<file path="config.mk">
export PLATFORM = sky130hd
export DESIGN_NAME = mem_bus_arbiter_flat
export DESIGN_NICKNAME = d
export VERILOG_FILES = /design/src/rtl/mem_bus_arbiter_if.sv /design/src/rtl/mem_bus_arbiter.sv /design/src/flat_wrapper.sv
export SDC_FILE = /design/constraint.sdc
export NUM_CORES = 1
export LEC_CHECK = 0
export CELL_PAD_IN_SITES_DETAIL_PLACEMENT = 0
export CELL_PAD_IN_SITES_GLOBAL_PLACEMENT = 2
export CORE_MARGIN = 8
export CORE_UTILIZATION = 10
export DETAILED_ROUTE_END_ITERATION = 10
export PLACE_DENSITY_LB_ADDON = 0.1
export SLEW_MARGIN = 0
export SYNTH_ARGS = -nofsm -noshare
export SYNTH_HDL_FRONTEND = slang
export SYNTH_SLANG_ARGS = --single-unit
</file>
<file path="constraint.sdc">
create_clock -name clk_i -period 1.1 [get_ports clk_i]
set_input_delay 0.11 -clock clk_i [delete_from_list [all_inputs] [get_ports clk_i]]
set_output_delay 0.11 -clock clk_i [all_outputs]
set_load 0.02 [all_outputs]
</file>
<file path="src/rtl/mem_bus_arbiter_if.sv">
// Bus bundle between the two Wishbone masters, the memory switch and the arbiter.
// 'master' is the requester/memory side; 'slave' is the arbiter's view.
interface mem_bus_arbiter_if;
  logic        m0_stb_i;
  logic        m1_stb_i;
  logic        m0_we_i;
  logic        m1_we_i;
  logic [31:0] m0_adr_i;
  logic [31:0] m1_adr_i;
  logic [31:0] m0_dat_i;
  logic [31:0] m1_dat_i;
  logic [3:0]  m0_sel_i;
  logic [3:0]  m1_sel_i;
  logic [31:0] m0_dat_o;
  logic [31:0] m1_dat_o;
  logic        m0_ack_o;
  logic        m1_ack_o;
  logic        m0_err_o;
  logic        m1_err_o;
  logic        s_cyc_o;
  logic        s_stb_o;
  logic        s_we_o;
  logic [31:0] s_adr_o;
  logic [31:0] s_dat_o;
  logic [3:0]  s_sel_o;
  logic [31:0] s_dat_i;
  logic        s_ack_i;
  logic [1:0]  grant_o;

  modport master (
    output m0_stb_i, m1_stb_i, m0_we_i, m1_we_i, m0_adr_i, m1_adr_i,
           m0_dat_i, m1_dat_i, m0_sel_i, m1_sel_i, s_dat_i, s_ack_i,
    input  m0_dat_o, m1_dat_o, m0_ack_o, m1_ack_o, m0_err_o, m1_err_o,
           s_cyc_o, s_stb_o, s_we_o, s_adr_o, s_dat_o, s_sel_o, grant_o
  );

  modport slave (
    input  m0_stb_i, m1_stb_i, m0_we_i, m1_we_i, m0_adr_i, m1_adr_i,
           m0_dat_i, m1_dat_i, m0_sel_i, m1_sel_i, s_dat_i, s_ack_i,
    output m0_dat_o, m1_dat_o, m0_ack_o, m1_ack_o, m0_err_o, m1_err_o,
           s_cyc_o, s_stb_o, s_we_o, s_adr_o, s_dat_o, s_sel_o, grant_o
  );
endinterface

</file>
<file path="src/rtl/mem_bus_arbiter.sv">
// Two-master round-robin arbiter in front of the on-chip memory switch.
// Define MEM_BUS_ARB_TIMEOUT_EN to enable the slave-acknowledge watchdog.
module mem_bus_arbiter #(
  parameter int unsigned TIMEOUT = 255,
  parameter int unsigned CNT_W   = 8
) (
  input logic              clk_i,
  input logic              rst_i,
  mem_bus_arbiter_if.slave bus
);

  typedef enum logic [1:0] {
    IDLE = 2'b00,
    GNT0 = 2'b01,
    GNT1 = 2'b10
  } state_t;

  state_t     state;
  logic [1:0] grant;
  logic       last;
  logic       gnt_stb;
  logic       tmo_hit;
  logic       done;
  logic       go0;
  logic       go1;
  logic       drop;

  if (64'(TIMEOUT) >= (64'd1 << CNT_W)) begin : g_cfg_check
    $error("mem_bus_arbiter: TIMEOUT does not fit in CNT_W bits");
  end

  assign gnt_stb = (grant[0] & bus.m0_stb_i) | (grant[1] & bus.m1_stb_i);
  assign done    = (state != IDLE) & (bus.s_ack_i | tmo_hit);

  // A transaction ending with the other master waiting hands over directly;
  // the master just served is never a candidate on its own ack edge.
  assign go0 = ((state == IDLE) & bus.m0_stb_i & (~bus.m1_stb_i | last)) |
               ((state == GNT1) & done & bus.m0_stb_i);
  assign go1 = ((state == IDLE) & bus.m1_stb_i & (~bus.m0_stb_i | ~last)) |
               ((state == GNT0) & done & bus.m1_stb_i);
  assign drop = (state != IDLE) & (done | ~gnt_stb);

`ifdef MEM_BUS_ARB_TIMEOUT_EN
  logic [CNT_W-1:0] cnt;

  always_ff @(posedge clk_i or negedge rst_i) begin
    if (!rst_i) begin
      cnt <= '0;
    end else if (go0 || go1) begin
      cnt <= '0;
    end else if ((state != IDLE) && !bus.s_ack_i) begin
      cnt <= cnt + 1'b1;
    end
  end

  assign tmo_hit = gnt_stb & ~bus.s_ack_i & (cnt == CNT_W'(TIMEOUT));
`else
  assign tmo_hit = 1'b0;
`endif

  always_ff @(posedge clk_i or negedge rst_i) begin
    if (!rst_i) begin
      state <= IDLE;
      grant <= '0;
      last  <= 1'b1;
    end else if (go0) begin
      state <= GNT0;
      grant <= 2'b01;
      last  <= 1'b0;
    end else if (go1) begin
      state <= GNT1;
      grant <= 2'b10;
      last  <= 1'b1;
    end else if (drop) begin
      state <= IDLE;
      grant <= '0;
    end
  end

  assign bus.grant_o = grant;
  assign bus.s_cyc_o = gnt_stb;
  assign bus.s_stb_o = gnt_stb;
  assign bus.s_we_o  = (grant[0] & bus.m0_we_i) | (grant[1] & bus.m1_we_i);
  assign bus.s_adr_o = grant[0] ? bus.m0_adr_i : (grant[1] ? bus.m1_adr_i : '0);
  assign bus.s_dat_o = grant[0] ? bus.m0_dat_i : (grant[1] ? bus.m1_dat_i : '0);
  assign bus.s_sel_o = grant[0] ? bus.m0_sel_i : (grant[1] ? bus.m1_sel_i : '0);

  assign bus.m0_dat_o = grant[0] ? bus.s_dat_i : '0;
  assign bus.m1_dat_o = grant[1] ? bus.s_dat_i : '0;
  assign bus.m0_ack_o = bus.s_ack_i & grant[0];
  assign bus.m1_ack_o = bus.s_ack_i & grant[1];
  assign bus.m0_err_o = tmo_hit & grant[0];
  assign bus.m1_err_o = tmo_hit & grant[1];

endmodule
</file>
<file path="src/flat_wrapper.sv">
// flat-port wrapper written by rule: the top's interface ports become plain ports
module mem_bus_arbiter_flat 
#(
  parameter int unsigned TIMEOUT = 255,
  parameter int unsigned CNT_W   = 8
)
  (clk_i, rst_i, bus_m0_stb_i, bus_m1_stb_i, bus_m0_we_i, bus_m1_we_i, bus_m0_adr_i, bus_m1_adr_i, bus_m0_dat_i, bus_m1_dat_i, bus_m0_sel_i, bus_m1_sel_i, bus_s_dat_i, bus_s_ack_i, bus_m0_dat_o, bus_m1_dat_o, bus_m0_ack_o, bus_m1_ack_o, bus_m0_err_o, bus_m1_err_o, bus_s_cyc_o, bus_s_stb_o, bus_s_we_o, bus_s_adr_o, bus_s_dat_o, bus_s_sel_o, bus_grant_o);
  mem_bus_arbiter_if bus_i ();
  input logic clk_i;
  input logic rst_i;
  input wire logic [$bits(bus_i.m0_stb_i)-1:0] bus_m0_stb_i;
  input wire logic [$bits(bus_i.m1_stb_i)-1:0] bus_m1_stb_i;
  input wire logic [$bits(bus_i.m0_we_i)-1:0] bus_m0_we_i;
  input wire logic [$bits(bus_i.m1_we_i)-1:0] bus_m1_we_i;
  input wire logic [$bits(bus_i.m0_adr_i)-1:0] bus_m0_adr_i;
  input wire logic [$bits(bus_i.m1_adr_i)-1:0] bus_m1_adr_i;
  input wire logic [$bits(bus_i.m0_dat_i)-1:0] bus_m0_dat_i;
  input wire logic [$bits(bus_i.m1_dat_i)-1:0] bus_m1_dat_i;
  input wire logic [$bits(bus_i.m0_sel_i)-1:0] bus_m0_sel_i;
  input wire logic [$bits(bus_i.m1_sel_i)-1:0] bus_m1_sel_i;
  input wire logic [$bits(bus_i.s_dat_i)-1:0] bus_s_dat_i;
  input wire logic [$bits(bus_i.s_ack_i)-1:0] bus_s_ack_i;
  output wire logic [$bits(bus_i.m0_dat_o)-1:0] bus_m0_dat_o;
  output wire logic [$bits(bus_i.m1_dat_o)-1:0] bus_m1_dat_o;
  output wire logic [$bits(bus_i.m0_ack_o)-1:0] bus_m0_ack_o;
  output wire logic [$bits(bus_i.m1_ack_o)-1:0] bus_m1_ack_o;
  output wire logic [$bits(bus_i.m0_err_o)-1:0] bus_m0_err_o;
  output wire logic [$bits(bus_i.m1_err_o)-1:0] bus_m1_err_o;
  output wire logic [$bits(bus_i.s_cyc_o)-1:0] bus_s_cyc_o;
  output wire logic [$bits(bus_i.s_stb_o)-1:0] bus_s_stb_o;
  output wire logic [$bits(bus_i.s_we_o)-1:0] bus_s_we_o;
  output wire logic [$bits(bus_i.s_adr_o)-1:0] bus_s_adr_o;
  output wire logic [$bits(bus_i.s_dat_o)-1:0] bus_s_dat_o;
  output wire logic [$bits(bus_i.s_sel_o)-1:0] bus_s_sel_o;
  output wire logic [$bits(bus_i.grant_o)-1:0] bus_grant_o;
  assign bus_i.m0_stb_i = bus_m0_stb_i;
  assign bus_i.m1_stb_i = bus_m1_stb_i;
  assign bus_i.m0_we_i = bus_m0_we_i;
  assign bus_i.m1_we_i = bus_m1_we_i;
  assign bus_i.m0_adr_i = bus_m0_adr_i;
  assign bus_i.m1_adr_i = bus_m1_adr_i;
  assign bus_i.m0_dat_i = bus_m0_dat_i;
  assign bus_i.m1_dat_i = bus_m1_dat_i;
  assign bus_i.m0_sel_i = bus_m0_sel_i;
  assign bus_i.m1_sel_i = bus_m1_sel_i;
  assign bus_i.s_dat_i = bus_s_dat_i;
  assign bus_i.s_ack_i = bus_s_ack_i;
  assign bus_m0_dat_o = bus_i.m0_dat_o;
  assign bus_m1_dat_o = bus_i.m1_dat_o;
  assign bus_m0_ack_o = bus_i.m0_ack_o;
  assign bus_m1_ack_o = bus_i.m1_ack_o;
  assign bus_m0_err_o = bus_i.m0_err_o;
  assign bus_m1_err_o = bus_i.m1_err_o;
  assign bus_s_cyc_o = bus_i.s_cyc_o;
  assign bus_s_stb_o = bus_i.s_stb_o;
  assign bus_s_we_o = bus_i.s_we_o;
  assign bus_s_adr_o = bus_i.s_adr_o;
  assign bus_s_dat_o = bus_i.s_dat_o;
  assign bus_s_sel_o = bus_i.s_sel_o;
  assign bus_grant_o = bus_i.grant_o;
  mem_bus_arbiter #(.TIMEOUT(TIMEOUT), .CNT_W(CNT_W)) u_core (.clk_i(clk_i), .rst_i(rst_i), .bus(bus_i));
endmodule
</file>
# Yosys cells after proc, flatten, opt, wreduce, memory -nomap -nowiden
# Index checks and enable logic that the tools add are counted.
# totals
word_cells	48
romBits	0
out_inout_bits	141
n_memories	0
in_bits	175
reg_bits	3
latchBits	0
mem_bits_rw	0
# classes
n_reduce_logical	4
n_addsub	0
n_eq_ne	2
n_bitwise	27
n_lt_le_gt_ge	0
mux	13
shift	0
n_mul	0
div	0
# op_table
op	n
32-bit 2-to-1 mux	6
1-bit bitwise AND	16
4-bit 2-to-1 mux	2
1-bit OR	7
2-bit 2-to-1 mux	3
1-bit inverter	4
2-bit nonzero test	2
3-bit nonzero test	1
2-bit by 1-bit equality test with 1-bit output (second input constant)	1
2-bit equality test (second input constant)	1
2-bit zero test	1
1-bit 2-to-1 mux	2

# Longest topological paths before layout
# Gate-level depths: netlist of run 1.
# logic_depth
word_depth	8
ltp_mapped	5
ltp_nobuf	3

# Worst setup path after synthesis of run 1
# OpenSTA, ideal clock, no wires.
# synth_timing
kind	reg2out
from	register u_core.grant[0], in the netlist u_core.bus.grant_o[0]
to	output port bus_s_adr_o[29]
stages_incl_launch_ff	5
arrival_time_ps	1410
slack_ps	-420
t_required_ps	990
cell_sequence	dfrtp_1 buf_4 buf_6 buf_2 o21ai_0
# synth_between
elab_chain_cells	1
# synth_lines
element	line	source
from (decl)	mem_bus_arbiter.sv:19	logic [1:0] grant;
from (signal assigned)	mem_bus_arbiter.sv:64	grant <= '0;
from (signal assigned)	mem_bus_arbiter.sv:68	grant <= 2'b01;
from (signal assigned)	mem_bus_arbiter.sv:72	grant <= 2'b10;
32-bit 2-to-1 mux	mem_bus_arbiter.sv:84	assign bus.s_adr_o = grant[0] ? bus.m0_adr_i : (grant[1] ? bus.m1_adr_i : '0);
to (decl)	flat_wrapper.sv:32	output wire logic [$bits(bus_i.s_adr_o)-1:0] bus_s_adr_o;
# Every way passes these cells.

# Worst setup path in the final report of run 1
# layout_timing
from	register u_core.grant[0], in the netlist u_core.bus.grant_o[0]
to	output port bus_s_we_o
# layout_between
elab_chain_cells	2
# layout_lines
element	line	source
1-bit bitwise AND	mem_bus_arbiter.sv:83	assign bus.s_we_o = (grant[0] & bus.m0_we_i) | (grant[1] & bus.m1_we_i);
1-bit OR	mem_bus_arbiter.sv:83	
to (decl)	flat_wrapper.sv:31	output wire logic [$bits(bus_i.s_we_o)-1:0] bus_s_we_o;
# Every way passes these cells.

==> flow_summary.rst, run 1 <==
.. list-table::
   :header-rows: 1

   * - Metric
     - Value
   * - Outcome
     - finished, violations left
   * - Violations in the final reports
     - setup timing
   * - Most common cell in the netlist
     - sky130_fd_sc_hd__a22o_1
   * - Maximum frequency from static timing analysis
     - 0.5947 GHz
   * - Data required time of the critical path
     - 0.99 ns
   * - Share of the cycle needed by the critical path after routing
     - 1.529
   * - Remaining global-route overflow
     - 0
   * - # diodes
     - 0
   * - Clock slew at reported path FFs
     - 0.03 ns
   * - Skew final
     - 0.002683 ns
   * - Critical Path AT
     - 1.57 ns
   * - Most area-consuming cells after synthesis
     - sky130_fd_sc_hd__a22o_1 (44%), sky130_fd_sc_hd__and2_1 (30%), sky130_fd_sc_hd__buf_6 (4.1%)
   * - Beginning of the critical path
     - u_core.bus.grant_o[0]
   * - Flip-flop and latch count after synthesis
     - 3
   * - Count of mapped cells out of synthesis
     - 186
   * - IO buf count
     - 313
   * - Type of element launching the critical path
     - flop
   * - Main synth FF type
     - sky130_fd_sc_hd__dfrtp_1
   * - Placeable Area
     - 13720 µm²
   * - Nature of the critical path endpoint
     - output pin
   * - Fin. Hold Viols
     - 0
   * - Number of remaining DRC errors
     - 0
   * - Fraction of layout cells with a size suffix above 1
     - 0.5877
   * - EDFF count, synth
     - 0
   * - First-iteration detailed-routing DRC count
     - 21
   * - Post-synthesis to final-layout area growth
     - 352.8%
   * - Netlist cell types
     - 20
   * - Worst R2R End
     - u_core.bus.grant_o[0]
   * - Final critical-path setup slack
     - -0.5814 ns
   * - Die ar.
     - 17840 µm²
   * - Max FO, Critical Path
     - 20
   * - Initial Util
     - 0.1008
   * - Count of final max-slew check failures
     - 0
   * - Share of the synthesized area in the top cell type
     - 0.4434
   * - Sequential share of the synthesized area
     - 0.05520
   * - Clock latency on the worst-skew pair
     - 0.22 ns
   * - Number of max-capacitance violations reported
     - 0
   * - Cells along the critical path
     - buf_4, buf_12, buf_16, a22o_4, buf_2
   * - Slack of the worst reg-to-reg path
     - -0.44 ns
   * - Fraction of registers with async set or reset after synthesis
     - 1.000
   * - Initial antenna violation count
     - 0
   * - Setup CP Type
     - reg2out
   * - Via count of the first global-routing pass
     - 3151
   * - Largest net degree at the start of global routing
     - 22
   * - Top cells by count, synth
     - sky130_fd_sc_hd__a22o_1 (70), sky130_fd_sc_hd__and2_1 (66), sky130_fd_sc_hd__buf_2 (7), sky130_fd_sc_hd__clkbuf_1 (7)
   * - Horizontal extent of the die
     - 133.6 µm
   * - Sinks on Clock Net
     - 3
   * - H-tree lvl count
     - 1
   * - Start of the worst register-to-register path
     - u_core.bus.grant_o[0]
   * - Per-cell via count in the routed design
     - 4.074
   * - Worst vdd ir
     - 1.020 mV
   * - Synth Area per Inst
     - 7.433 µm²
   * - Leakage power summed over all cells
     - 2.865 nW
   * - Number of top-level pins
     - 316
   * - First-pass GRT wire length
     - 19670 µm
   * - Row Count
     - 43
   * - Setup TNS
     - -63.78 ns
   * - Maximum cell stage delay along the critical path
     - 0.47 ns
   * - Cell area after synthesis
     - 1383 µm²
   * - RD Place Congestion
     - 0.7074
   * - Vert. Die Dim
     - 133.6 µm
   * - P per Cell Area
     - 2777 nW/µm²
   * - Crit path time final
     - 1.681 ns
   * - Half-perimeter wire length after placement
     - 10590 µm
   * - Depth of the worst register-to-register path
     - 7
   * - Number of nets in the layout
     - 712
   * - YS warnings
     - 0
   * - Routed Antenna Nets
     - 0
   * - Pre-CTS setup slack
     - -0.7700 ns
   * - Vias
     - 2917
   * - Setup violators final
     - 142
   * - CTS tree
     - yes
   * - Inserted Clock Buffers
     - 3
   * - Buffer type at the clock tree root
     - sky130_fd_sc_hd__clkbuf_16
   * - WL/cell
     - 20.12 µm
   * - Longest Clk Path Bufs
     - 2
   * - DRT Pass-1 Iters
     - 4
   * - Overall routing resource usage
     - 0.1412
   * - Type of the worst min-delay path
     - in2async
   * - Final core utilization
     - 0.4563
   * - Sum of routed wire length over all layers
     - 14410 µm
   * - Setup repair after global routing missed its margin
     - yes
   * - Slowest-stage cell, CP
     - sky130_fd_sc_hd__dfrtp_4
   * - Cell type with the largest total area after synthesis
     - sky130_fd_sc_hd__a22o_1
   * - Worst setup endpoint
     - bus_s_we_o
-- cells in the final DEF, fill, tap and decap left out --
cell type	Yosys	layout
sky130_fd_sc_hd__nor2b_1	2	2
sky130_fd_sc_hd__a21o_1	1	1
sky130_fd_sc_hd__inv_1	2	2
sky130_fd_sc_hd__nand2_1	4	3
sky130_fd_sc_hd__a22o_4	0	38
sky130_fd_sc_hd__a22o_1	70	32
sky130_fd_sc_hd__a21oi_1	1	1
sky130_fd_sc_hd__buf_16	0	10
sky130_fd_sc_hd__dfrtp_4	0	1
sky130_fd_sc_hd__o21ai_1	0	1
sky130_fd_sc_hd__buf_6	5	134
sky130_fd_sc_hd__dfstp_2	1	1
sky130_fd_sc_hd__and2b_4	1	1
sky130_fd_sc_hd__clkdlybuf4s50_1	0	174
sky130_fd_sc_hd__conb_1	1	2
sky130_fd_sc_hd__buf_4	5	25
sky130_fd_sc_hd__and2_4	0	66
sky130_fd_sc_hd__nand2b_4	0	2
sky130_fd_sc_hd__buf_2	7	6
sky130_fd_sc_hd__o31ai_1	2	2
sky130_fd_sc_hd__clkbuf_1	7	1
sky130_fd_sc_hd__dfrtp_2	0	1
sky130_fd_sc_hd__o21ai_4	0	1
sky130_fd_sc_hd__o22ai_2	0	1
sky130_fd_sc_hd__buf_8	0	6
sky130_fd_sc_hd__clkbuf_16	0	10
sky130_fd_sc_hd__buf_12	0	9
sky130_fd_sc_hd__o21ai_2	0	2
sky130_fd_sc_hd__nand2_2	0	1
-- power by group --
group	leakage [nW]	switching (mW)	internal, mW	total, mW
clock	0.0382	0.0970	0.478	0.575
sequential	0.0333	0.0662	0.198	0.264
combinational	2.79	7.05	9.50	16.5
total	2.87	7.21	10.2	17.4
-- layer usage --
layer	share of wire	vias to the layer above	global-route usage
li1	-	1389	-
met1	0.35	1343	0.1405
met2	0.53	181	0.2658
met3	0.11	4	0.06664
met4	0.0048	0	0.01871
met5	0	-	0
-- flip-flops by register name, summed over array words and instances, names as in the netlist --
register            cells
u_core.bus.grant_o      2
u_core.last             1
-- worst max-delay path: cells and delay by family (launching register included) --
| family | cells | cell delay [ns] |
|---|---|---|
| buffers and inverters | 4 | 0.63 |
| DFF | 1 | 0.47 |
| AOI/OAI and AO/OA | 1 | 0.24 |
-- cell type report --
type | instances | area [µm²]
fill | 1302 | 7460
timing repair buffer | 371 | 4189
multi-input combinational | 156 | 1678
tap | 180 | 225.2
sequential | 3 | 81.33
clock buffer | 4 | 78.83
inverter | 2 | 7.507
-- cells by family after synthesis --
| family | count (synthesis) | synth area share |
|---|---|---|
| other | 1 | 0.002712 |
| DFF | 3 | 0.05521 |
| and+or+nand+nor | 75 | 0.3348 |
| buffers and inverters | 28 | 0.1249 |
| AOI/OAI and AO/OA | 79 | 0.4824 |
-- how the worst min path moves through the flow --
stage / startpoint / endpoint / slack [ns]
3_5_place_dp: rst_i / u_core.bus.grant_o[0] / 0.31
3_3_place_gp: rst_i / u_core.bus.grant_o[0] / 0.31
5_1_grt: rst_i / u_core.bus.grant_o[0] / 0.08
6_report: rst_i / u_core.bus.grant_o[0] / 0.07
2_1_floorplan: rst_i / u_core.bus.grant_o[0] / -0.19
4_1_cts: rst_i / u_core.bus.grant_o[0] / 0.07
-- through the flow --
stage	hold slack [ns]	std cells	area [µm²]	power (mW)
after detailed placement	0.3051	668	5167	12.39
after global placement	0.3093	668	5167	12.48
after CTS	0.07006	691	5684	15.16
after global routing	0.07804	716	6260	18.25
final	0.07205	716	6260	17.39
after floorplan	-0.1856	187	1878	7.268
-- repair_timing --
action,CTS,global route
hold buffers,0,0
gates resized for setup,732,167
buffers inserted,11,15
pin swaps,1,7
endpoints found under the setup margin,142,142
cloned,8,10
Note: power is estimated with default switching activity, not from simulation.
==> inputs of run 2 (changes only) <==
- HOLD_SLACK_MARGIN: not set -> 0.02
- SLEW_MARGIN: 0 -> 20
==> results of run 2 <==
The final DEF is identical to that of run 1; final timing and power are the same.
